<file path="config.mk">
export PLATFORM = sky130hd
export DESIGN_NAME = mips_dvc_bus_arb_flat
export DESIGN_NICKNAME = d
export VERILOG_FILES = /design/src/rtl/mips_dvc_bus_arb_if.sv /design/src/rtl/mips_dvc_bus_arb.sv /design/src/flat_wrapper.sv
export SDC_FILE = /design/constraint.sdc
export NUM_CORES = 1
export LEC_CHECK = 0
export CORE_AREA = 2 2 119 121
export CTS_CLUSTER_DIAMETER = 150
export DETAILED_ROUTE_END_ITERATION = 6
export DIE_AREA = 0 0 121 123
export PLACE_DENSITY_LB_ADDON = 0.25
export SETUP_SLACK_MARGIN = 0.5
export SLEW_MARGIN = 20
export SYNTH_ARGS = -nofsm -noshare
export SYNTH_HDL_FRONTEND = slang
export SYNTH_SLANG_ARGS = --single-unit
</file>
<file path="constraint.sdc">
create_clock -name clk -period 2.2 [get_ports clk]
set_input_delay 0.33 -clock clk [delete_from_list [all_inputs] [get_ports clk]]
set_output_delay 0.33 -clock clk [all_outputs]
set_load 0.02 [all_outputs]
</file>
<file path="src/rtl/mips_dvc_bus_arb_if.sv">
// Device-bus bundle seen by the two-master arbiter: core side, aux side,
// device side and the core pause line.
interface mips_dvc_bus_arb_if;
  logic        pause_i;
  logic        core_pause_o;

  logic [31:0] cpu_addr;
  logic [3:0]  cpu_mem_ctl;
  logic [31:0] cpu_din;
  logic [31:0] cpu_dout;

  logic        aux_req;
  logic [31:0] aux_addr;
  logic [3:0]  aux_mem_ctl;
  logic [31:0] aux_din;
  logic        aux_gnt;
  logic        aux_ack;
  logic [31:0] aux_dout;

  logic [31:0] dvc_addr;
  logic [3:0]  dvc_mem_ctl;
  logic [31:0] dvc_din;
  logic [31:0] dvc_dout;

  // Arbiter side
  modport slave (
    input  pause_i,
    input  cpu_addr, cpu_mem_ctl, cpu_din,
    input  aux_req, aux_addr, aux_mem_ctl, aux_din,
    input  dvc_dout,
    output core_pause_o, cpu_dout,
    output aux_gnt, aux_ack, aux_dout,
    output dvc_addr, dvc_mem_ctl, dvc_din
  );

  // Environment side: core, aux master and device block
  modport master (
    output pause_i,
    output cpu_addr, cpu_mem_ctl, cpu_din,
    output aux_req, aux_addr, aux_mem_ctl, aux_din,
    output dvc_dout,
    input  core_pause_o, cpu_dout,
    input  aux_gnt, aux_ack, aux_dout,
    input  dvc_addr, dvc_mem_ctl, dvc_din
  );
endinterface

</file>
<file path="src/rtl/mips_dvc_bus_arb.sv">
// Two-master device-bus arbiter: the core owns the bus by default, an aux
// master borrows it for single accesses while the core is held in pause.
module mips_dvc_bus_arb #(
  parameter int unsigned DVC_LAT    = 1,
  parameter int unsigned STARVE_MAX = 8
) (
  input logic              clk,
  input logic              rst,
  mips_dvc_bus_arb_if.slave bus
);

  localparam logic [1:0] ST_CPU      = 2'd0;
  localparam logic [1:0] ST_AUX_ACC  = 2'd1;
  localparam logic [1:0] ST_AUX_WAIT = 2'd2;
  localparam logic [1:0] ST_AUX_DONE = 2'd3;

  localparam logic [3:0] STARVE_LIM = 4'(STARVE_MAX);
  localparam logic [1:0] WAIT_INIT  = 2'(DVC_LAT - 1);
  localparam logic [3:0] CTL_NOP    = 4'h0;

  logic [1:0]  state, state_nxt;
  logic [3:0]  starve_cnt, starve_nxt;
  logic [1:0]  wait_cnt, wait_nxt;
  logic [31:0] aux_dout_q, aux_dout_nxt;
  logic        aux_gnt_q, aux_ack_q;
  logic        cpu_busy;
  logic        grant;

  assign cpu_busy = (bus.cpu_mem_ctl != CTL_NOP);
  assign grant    = bus.aux_req && (!cpu_busy || (starve_cnt == STARVE_LIM));

  always_comb begin
    state_nxt    = state;
    starve_nxt   = starve_cnt;
    wait_nxt     = wait_cnt;
    aux_dout_nxt = aux_dout_q;
    case (state)
      ST_CPU: begin
        if (!bus.aux_req)
          starve_nxt = '0;
        else if (cpu_busy && (starve_cnt != STARVE_LIM))
          starve_nxt = starve_cnt + 4'd1;
        if (grant)
          state_nxt = ST_AUX_ACC;
      end
      ST_AUX_ACC: begin
        wait_nxt  = WAIT_INIT;
        state_nxt = ST_AUX_WAIT;
      end
      ST_AUX_WAIT: begin
        // wait_cnt reaching zero marks the cycle in which dvc_dout is valid
        if (wait_cnt == '0) begin
          aux_dout_nxt = bus.dvc_dout;
          state_nxt    = ST_AUX_DONE;
        end else begin
          wait_nxt = wait_cnt - 2'd1;
        end
      end
      ST_AUX_DONE: begin
        starve_nxt = '0;
        state_nxt  = ST_CPU;
      end
      default: state_nxt = ST_CPU;
    endcase
  end

  always_ff @(posedge clk) begin
    if (!rst) begin
      state      <= ST_CPU;
      starve_cnt <= '0;
      wait_cnt   <= '0;
      aux_dout_q <= '0;
      aux_gnt_q  <= 1'b0;
      aux_ack_q  <= 1'b0;
    end else begin
      state      <= state_nxt;
      starve_cnt <= starve_nxt;
      wait_cnt   <= wait_nxt;
      aux_dout_q <= aux_dout_nxt;
      aux_gnt_q  <= (state_nxt != ST_CPU);
      aux_ack_q  <= (state_nxt == ST_AUX_DONE);
    end
  end

  // A core access overlapping AUX_ACC is simply frozen by the pause and
  // replayed by the core afterwards; nothing is buffered here.
  always_comb begin
    bus.dvc_addr    = bus.cpu_addr;
    bus.dvc_mem_ctl = bus.cpu_mem_ctl;
    bus.dvc_din     = bus.cpu_din;
    case (state)
      ST_AUX_ACC: begin
        bus.dvc_addr    = bus.aux_addr;
        bus.dvc_mem_ctl = bus.aux_mem_ctl;
        bus.dvc_din     = bus.aux_din;
      end
      ST_AUX_WAIT, ST_AUX_DONE: begin
        bus.dvc_addr    = bus.aux_addr;
        bus.dvc_mem_ctl = CTL_NOP;
        bus.dvc_din     = bus.aux_din;
      end
      default: ;
    endcase
  end

  assign bus.core_pause_o = bus.pause_i || (state != ST_CPU);
  assign bus.cpu_dout     = bus.dvc_dout;
  assign bus.aux_gnt      = aux_gnt_q;
  assign bus.aux_ack      = aux_ack_q;
  assign bus.aux_dout     = aux_dout_q;

endmodule
</file>
<file path="src/flat_wrapper.sv">
// flat-port wrapper written by rule: the top's interface ports become plain ports
module mips_dvc_bus_arb_flat 
#(
  parameter int unsigned DVC_LAT    = 1,
  parameter int unsigned STARVE_MAX = 8
)
  (clk, rst, bus_pause_i, bus_cpu_addr, bus_cpu_mem_ctl, bus_cpu_din, bus_aux_req, bus_aux_addr, bus_aux_mem_ctl, bus_aux_din, bus_dvc_dout, bus_core_pause_o, bus_cpu_dout, bus_aux_gnt, bus_aux_ack, bus_aux_dout, bus_dvc_addr, bus_dvc_mem_ctl, bus_dvc_din);
  mips_dvc_bus_arb_if bus_i ();
  input logic clk;
  input logic rst;
  input wire logic [$bits(bus_i.pause_i)-1:0] bus_pause_i;
  input wire logic [$bits(bus_i.cpu_addr)-1:0] bus_cpu_addr;
  input wire logic [$bits(bus_i.cpu_mem_ctl)-1:0] bus_cpu_mem_ctl;
  input wire logic [$bits(bus_i.cpu_din)-1:0] bus_cpu_din;
  input wire logic [$bits(bus_i.aux_req)-1:0] bus_aux_req;
  input wire logic [$bits(bus_i.aux_addr)-1:0] bus_aux_addr;
  input wire logic [$bits(bus_i.aux_mem_ctl)-1:0] bus_aux_mem_ctl;
  input wire logic [$bits(bus_i.aux_din)-1:0] bus_aux_din;
  input wire logic [$bits(bus_i.dvc_dout)-1:0] bus_dvc_dout;
  output wire logic [$bits(bus_i.core_pause_o)-1:0] bus_core_pause_o;
  output wire logic [$bits(bus_i.cpu_dout)-1:0] bus_cpu_dout;
  output wire logic [$bits(bus_i.aux_gnt)-1:0] bus_aux_gnt;
  output wire logic [$bits(bus_i.aux_ack)-1:0] bus_aux_ack;
  output wire logic [$bits(bus_i.aux_dout)-1:0] bus_aux_dout;
  output wire logic [$bits(bus_i.dvc_addr)-1:0] bus_dvc_addr;
  output wire logic [$bits(bus_i.dvc_mem_ctl)-1:0] bus_dvc_mem_ctl;
  output wire logic [$bits(bus_i.dvc_din)-1:0] bus_dvc_din;
  assign bus_i.pause_i = bus_pause_i;
  assign bus_i.cpu_addr = bus_cpu_addr;
  assign bus_i.cpu_mem_ctl = bus_cpu_mem_ctl;
  assign bus_i.cpu_din = bus_cpu_din;
  assign bus_i.aux_req = bus_aux_req;
  assign bus_i.aux_addr = bus_aux_addr;
  assign bus_i.aux_mem_ctl = bus_aux_mem_ctl;
  assign bus_i.aux_din = bus_aux_din;
  assign bus_i.dvc_dout = bus_dvc_dout;
  assign bus_core_pause_o = bus_i.core_pause_o;
  assign bus_cpu_dout = bus_i.cpu_dout;
  assign bus_aux_gnt = bus_i.aux_gnt;
  assign bus_aux_ack = bus_i.aux_ack;
  assign bus_aux_dout = bus_i.aux_dout;
  assign bus_dvc_addr = bus_i.dvc_addr;
  assign bus_dvc_mem_ctl = bus_i.dvc_mem_ctl;
  assign bus_dvc_din = bus_i.dvc_din;
  mips_dvc_bus_arb #(.DVC_LAT(DVC_LAT), .STARVE_MAX(STARVE_MAX)) u_core (.clk(clk), .rst(rst), .bus(bus_i));
endmodule
</file>
-- After elaboration in Yosys (flattened, before gate mapping)
Cells that the tools add are included.
- register bits: 42
- bits in latches: 0
- memory bits (writable): 0
- bits in read-only memories: 0
- input port bits: 172
- logic and storage cells: 44
- memories kept: 0
- $add $sub $neg: 2
- $mul: 0
- div/mod/pow operators: 0
- order comparisons: 0
- equality and inequality tests: 8
- shift operators: 0
- mux-type cells: 11
- bitwise logic cells: 0
- reductions and logical operators: 17
- operators with widths (operator ; count):
    32-bit two-way mux ; 2
    4-bit one-hot mux with 2 select lines ; 2
    4-bit two-way mux ; 2
    2-bit one-hot mux with 4 select lines ; 1
    2-bit nonzero test ; 4
    2-bit equality test, second input constant ; 3
    2-bit two-way mux ; 3
    2-bit AND reduction ; 3
    4-bit by 1-bit adder with 4-bit output, second input constant ; 1
    4-bit equality test, second input constant ; 1
    2-bit zero test ; 2
    4-bit inequality test, second input constant ; 1
    2-bit one-hot mux with 2 select lines ; 1
    4-bit nonzero test ; 1
    3-bit by 2-bit inequality test with 1-bit output, second input constant ; 1
    3-bit OR reduction ; 1
    2-bit by 1-bit equality test with 1-bit output, second input constant ; 1
    1-bit logical AND ; 2
    1-bit logical OR ; 2
    2-bit inequality test, second input constant ; 1
    2-bit OR reduction ; 1
    2-bit by 1-bit subtractor with 2-bit output, second input constant ; 1
    1-bit zero test ; 1

-- Depth between registers and ports, before layout
- depth after elaboration: 7
- mapped depth: 7
- depth with buffers taken out: 6

-- Least setup slack after synthesis
Ideal clock, no wire load.
- kind: reg2out
- from: register u_core.state[0]
- to: output bus_dvc_mem_ctl[3]
- arrival time: 1.467 ns
- required time: 1.870 ns
- slack: 0.403 ns
- cell stages (with the launch flop): 6
- path buffers: 2
- path through: dfxtp_1 inv_1 ha_1 clkbuf_1 buf_2 o21ai_0
- word-level cells in the longest chain between the ends: 3
- elaborated cells between the ends (all ways): 5
- ends and longest elaborated chain (item ; line ; text):
    from (decl) ; mips_dvc_bus_arb.sv:21 ; logic [1:0] state, state_nxt;
    from (signal assigned) ; mips_dvc_bus_arb.sv:76 ; state <= state_nxt;
    2-bit equality test ; mips_dvc_bus_arb.sv:91 ; case (state)
    2-bit OR reduction ; -- ;
    4-bit one-hot mux with 2 select lines (*) ; mips_dvc_bus_arb.sv:91 ;
    to (decl) ; flat_wrapper.sv:26 ; output wire logic [$bits(bus_i.dvc_mem_ctl)-1:0] bus_dvc_mem_ctl;
Every way passes the cells marked *; elsewhere a longest branch is shown, timed or not.

-- Final worst setup path
- from: register u_core.state[1]
- to: output bus_dvc_addr[7]
- word-level cells in the longest chain between the ends: 3
- elaborated cells between the ends (all ways): 5
- ends and longest elaborated chain (item ; line ; text):
    2-bit by 1-bit equality test with 1-bit output or 2-bit equality test (tied branches) ; mips_dvc_bus_arb.sv:91 ;
    3-bit OR reduction (no line) (*) ; -- ;
    32-bit two-way mux (*) ; mips_dvc_bus_arb.sv:91 ;
    to (decl) ; flat_wrapper.sv:25 ; output wire logic [$bits(bus_i.dvc_addr)-1:0] bus_dvc_addr;
Marks and branches as above.

==> Implementation_results.wiki <==
{| class="wikitable"
! Metric !! Value
|-
| CTS Buf Count || 5
|-
| Number of max-cap violations || 0
|-
| Initial core utilization || 20.58%
|-
| Routed vias/inst || 4.253
|-
| Maximum fanout count along the critical path || 6
|-
| Worst skew pair latency || 280 ps
|-
| Number of vias after detailed routing || 3351
|-
| Sort of element at the end of the critical path || output pin
|-
| Async set-or-reset flop fraction in the synthesized netlist || 0%
|-
| Hold Path Cell Cnt || 2
|-
| Synth-to-Final Area Change || 138.7%
|-
| Setup Slack @ Placement || 26.43 ps
|-
| Number of global-route vias before repair || 3494
|-
| Final HPWL DP || 11.49 mm
|-
| Floorplan die width || 121 µm
|-
| Final sum of negative setup slack || 0 ps
|-
| Number of warnings issued by yosys || 0
|-
| Portion of synthesized cell area occupied by the leading cell type || 30.01%
|-
| Number of hold-slack violations in the final timing report || 0
|-
| Post-layout worst setup margin || 186.1 ps
|-
| Number of antenna violations at the first check in global routing || 0
|-
| Total DRC errors in the routed layout || 0
|-
| Clock tree root driver cell || sky130_fd_sc_hd__clkbuf_16
|-
| Antenna-violating nets left || 0
|-
| TritonCTS sink count || 42
|-
| Relative slew margins || 79.77%
|-
| Aggregate global routing overflow || 0
|-
| H-tree depth || 2
|-
| Unrepaired setup endpoints after global routing || yes
|-
| Worst reg2reg startpoint || u_core.state[1]
|-
| Total global-route track usage || 18.75%
|-
| EDFF count, synth || 0
|-
| Number of storage elements in the synthesis netlist || 42
|-
| # diodes || 0
|-
| Number of rows in the core area || 43
|-
| Worst-case register-to-register setup slack || 560 ps
|-
| Post-detailed-routing wire length || 15.38 mm
|-
| Cells after synthesis || 315
|-
| DRT Pass-1 Iters || 4
|-
| Arrival time reported for the critical path endpoint || 1680 ps
|-
| Power density normalized to cell area || 1131 mW/mm²
|-
| Fmax || 496.5 MHz
|-
| Maximum VDD drop || 0.3707 mV
|-
| Number of ports placed on the die boundary || 307
|-
| Buffers from clock root to sink, at most || 2
|-
| Shortest clock period the worst path allows after layout || 2014 ps
|-
| Overall power after layout || 7.565 mW
|-
| Die extent in y || 123 µm
|-
| Count of input and output buffers || 306
|-
| Most area-consuming cells after synthesis || sky130_fd_sc_hd__dfxtp_1 (30%), sky130_fd_sc_hd__mux2_2 (26%), sky130_fd_sc_hd__nand2_1 (9.4%), sky130_fd_sc_hd__buf_4 (8.8%), sky130_fd_sc_hd__a21boi_0 (8.6%)
|-
| Clock slew at reported path FFs || 60 ps
|-
| Count of different cell masters after synthesis || 33
|-
| Worst Min Path Start || u_core.bus.aux_dout[29]
|-
| Wire length of the first global-routing pass || 21.09 mm
|-
| CTS tree || yes
|-
| Final setup vio count || 0
|-
| Max-slew violations || 0
|-
| Share of the yosys chip area belonging to registers || 30.01%
|-
| Final Skew || 8.542 ps
|-
| Worst Hold Path EP || u_core.bus.aux_dout[29]
|-
| Most used flip-flop cell after synthesis || sky130_fd_sc_hd__dfxtp_1
|-
| Critical path type || reg2out
|-
| Pin count of the biggest net entering global routing || 46
|-
| Startpoint type of the worst setup path || flop
|-
| Core box area || 0.01361 mm²
|-
| Mapped cell area || 0.002801 mm²
|-
| Drt wl/cell || 19.51 µm
|-
| Static leakage power || 2.867 nW
|-
| Status || complete, no violations
|-
| Post-route core utilization || 49.13%
|-
| Number of buffers inserted by hold repair at cts || 0
|-
| Library cell with the largest summed area after synthesis || sky130_fd_sc_hd__dfxtp_1
|-
| # nets final || 787
|-
| Required time worst endpoint || 1870 ps
|-
| GPL Wtd Cong || 0.7839
|-
| Fraction of final layout cells with drive strength greater than 1 || 30.76%
|-
| Number of violations reported at the end of detailed-routing iteration 0 || 92
|-
| Final period utilization || 91.54%
|-
| Worst min-delay path category || reg2reg
|-
| Number of nets in the synthesized netlist || 495
|-
| Die Area || 0.01488 mm²
|-
| Depth of the worst register-to-register path || 8
|-
| Worst Tran Pin Value || 302.4 ps
|-
| Capture point of the worst reg-to-reg path || u_core.bus.aux_ack
|-
| Mean instance size in the synthesized netlist || 8.893 µm²
|}
registers in the layout, summed over array words and instances, names as in the netlist:
name                 count
u_core.starve_cnt        4
u_core.wait_cnt          2
u_core.bus.aux_ack       1
u_core.bus.aux_dout     32
u_core.state             2
u_core.bus.aux_gnt       1
critical path, cell delays in order (launching register included):
cell and delay [ps]:
sky130_fd_sc_hd__dfxtp_2 330, sky130_fd_sc_hd__inv_2 50, sky130_fd_sc_hd__ha_4 170, sky130_fd_sc_hd__buf_12 130, sky130_fd_sc_hd__buf_12 140, sky130_fd_sc_hd__buf_16 140, sky130_fd_sc_hd__mux2_4 320, sky130_fd_sc_hd__buf_6 140
layout make-up:
type,instances,area (µm²)
Fill cell,1276,6924
Timing Repair Buffer,337,3577
Sequential cell,42,845.8
Multi-Input combinational cell,215,1873
Inverter,6,22.52
Tap cell,180,225.2
Clock buffer,5,125.1
Clock inverter,3,18.77
placed cells by master, fill, tap and decap left out, types with 5 or more instances in the layout:
cell | Yosys | final
sky130_fd_sc_hd__a21boi_0 | 32 | 32
sky130_fd_sc_hd__mux2_2 | 64 | 10
sky130_fd_sc_hd__buf_16 | 0 | 6
sky130_fd_sc_hd__clkdlybuf4s50_1 | 0 | 205
sky130_fd_sc_hd__buf_4 | 33 | 18
sky130_fd_sc_hd__ha_1 | 8 | 6
sky130_fd_sc_hd__buf_12 | 0 | 10
sky130_fd_sc_hd__nand2_1 | 70 | 70
sky130_fd_sc_hd__buf_6 | 0 | 63
sky130_fd_sc_hd__nor2_1 | 5 | 5
sky130_fd_sc_hd__dfxtp_1 | 42 | 38
sky130_fd_sc_hd__dlygate4sd2_1 | 0 | 32
sky130_fd_sc_hd__clkbuf_16 | 0 | 6
sky130_fd_sc_hd__mux2_4 | 0 | 54
worst max-delay path by stage:
stage                          startpoint                 end  slack [ps]
after floorplan           u_core.state[0]    bus_dvc_addr[15]         530
after global placement    u_core.state[1]     bus_dvc_din[20]          40
after detailed placement  u_core.state[1]     bus_dvc_din[20]          30
after CTS                 u_core.state[1]     bus_dvc_addr[6]         200
after global routing      u_core.state[1]  bus_dvc_mem_ctl[0]         130
final                     u_core.state[1]     bus_dvc_addr[7]         190
cells in the mapped netlist, drive strengths merged, types with 2 or more instances:
library cell and number:
o21a 2, mux2i 2, a22o 3, o21ai 2, mux2 64, ha 8
nor2b 3, and2 5, clkbuf 8, nand2 70, inv 6, a21oi 2
a21boi 32, nand3 3, nor2 5, buf 43, dfxtp 42
routing by layer:
layer	GRT usage, %	wire length (µm)
met5	0	0
met4	4.578	359
met3	5.766	1262
met2	33.99	7941
met1	21.48	5813
power breakdown:
part / total [mW] / switching, mW / internal [mW]
sequential: 1.00 / 0.0778 / 0.923
combinational: 5.84 / 2.59 / 3.25
clock: 0.725 / 0.305 / 0.420
repair_timing:
action / CTS / global route
cloned: 6 / 1
buffers inserted: 11 / 3
pin swaps: 4 / 4
setup endpoints to repair: 106 / 83
gates resized for setup: 469 / 24
through the flow:
step	instance area [µm²]	hold slack [ps]	std cells
5_1_grt	6688	483.2	788
3_3_place_gp	5862	449.1	759
6_report	6688	461.9	788
4_1_cts	6545	465.6	784
3_5_place_dp	5862	456.1	759
2_1_floorplan	2805	464.8	315
cell families after synthesis:
family / share of synthesized area (%)
simple gates: 14.43
buf+inv: 12.95
compound gates: 12.60
mux: 26.44
flops: 30.01
fa+ha+maj: 3.573
(Power assumes the default switching activity.)
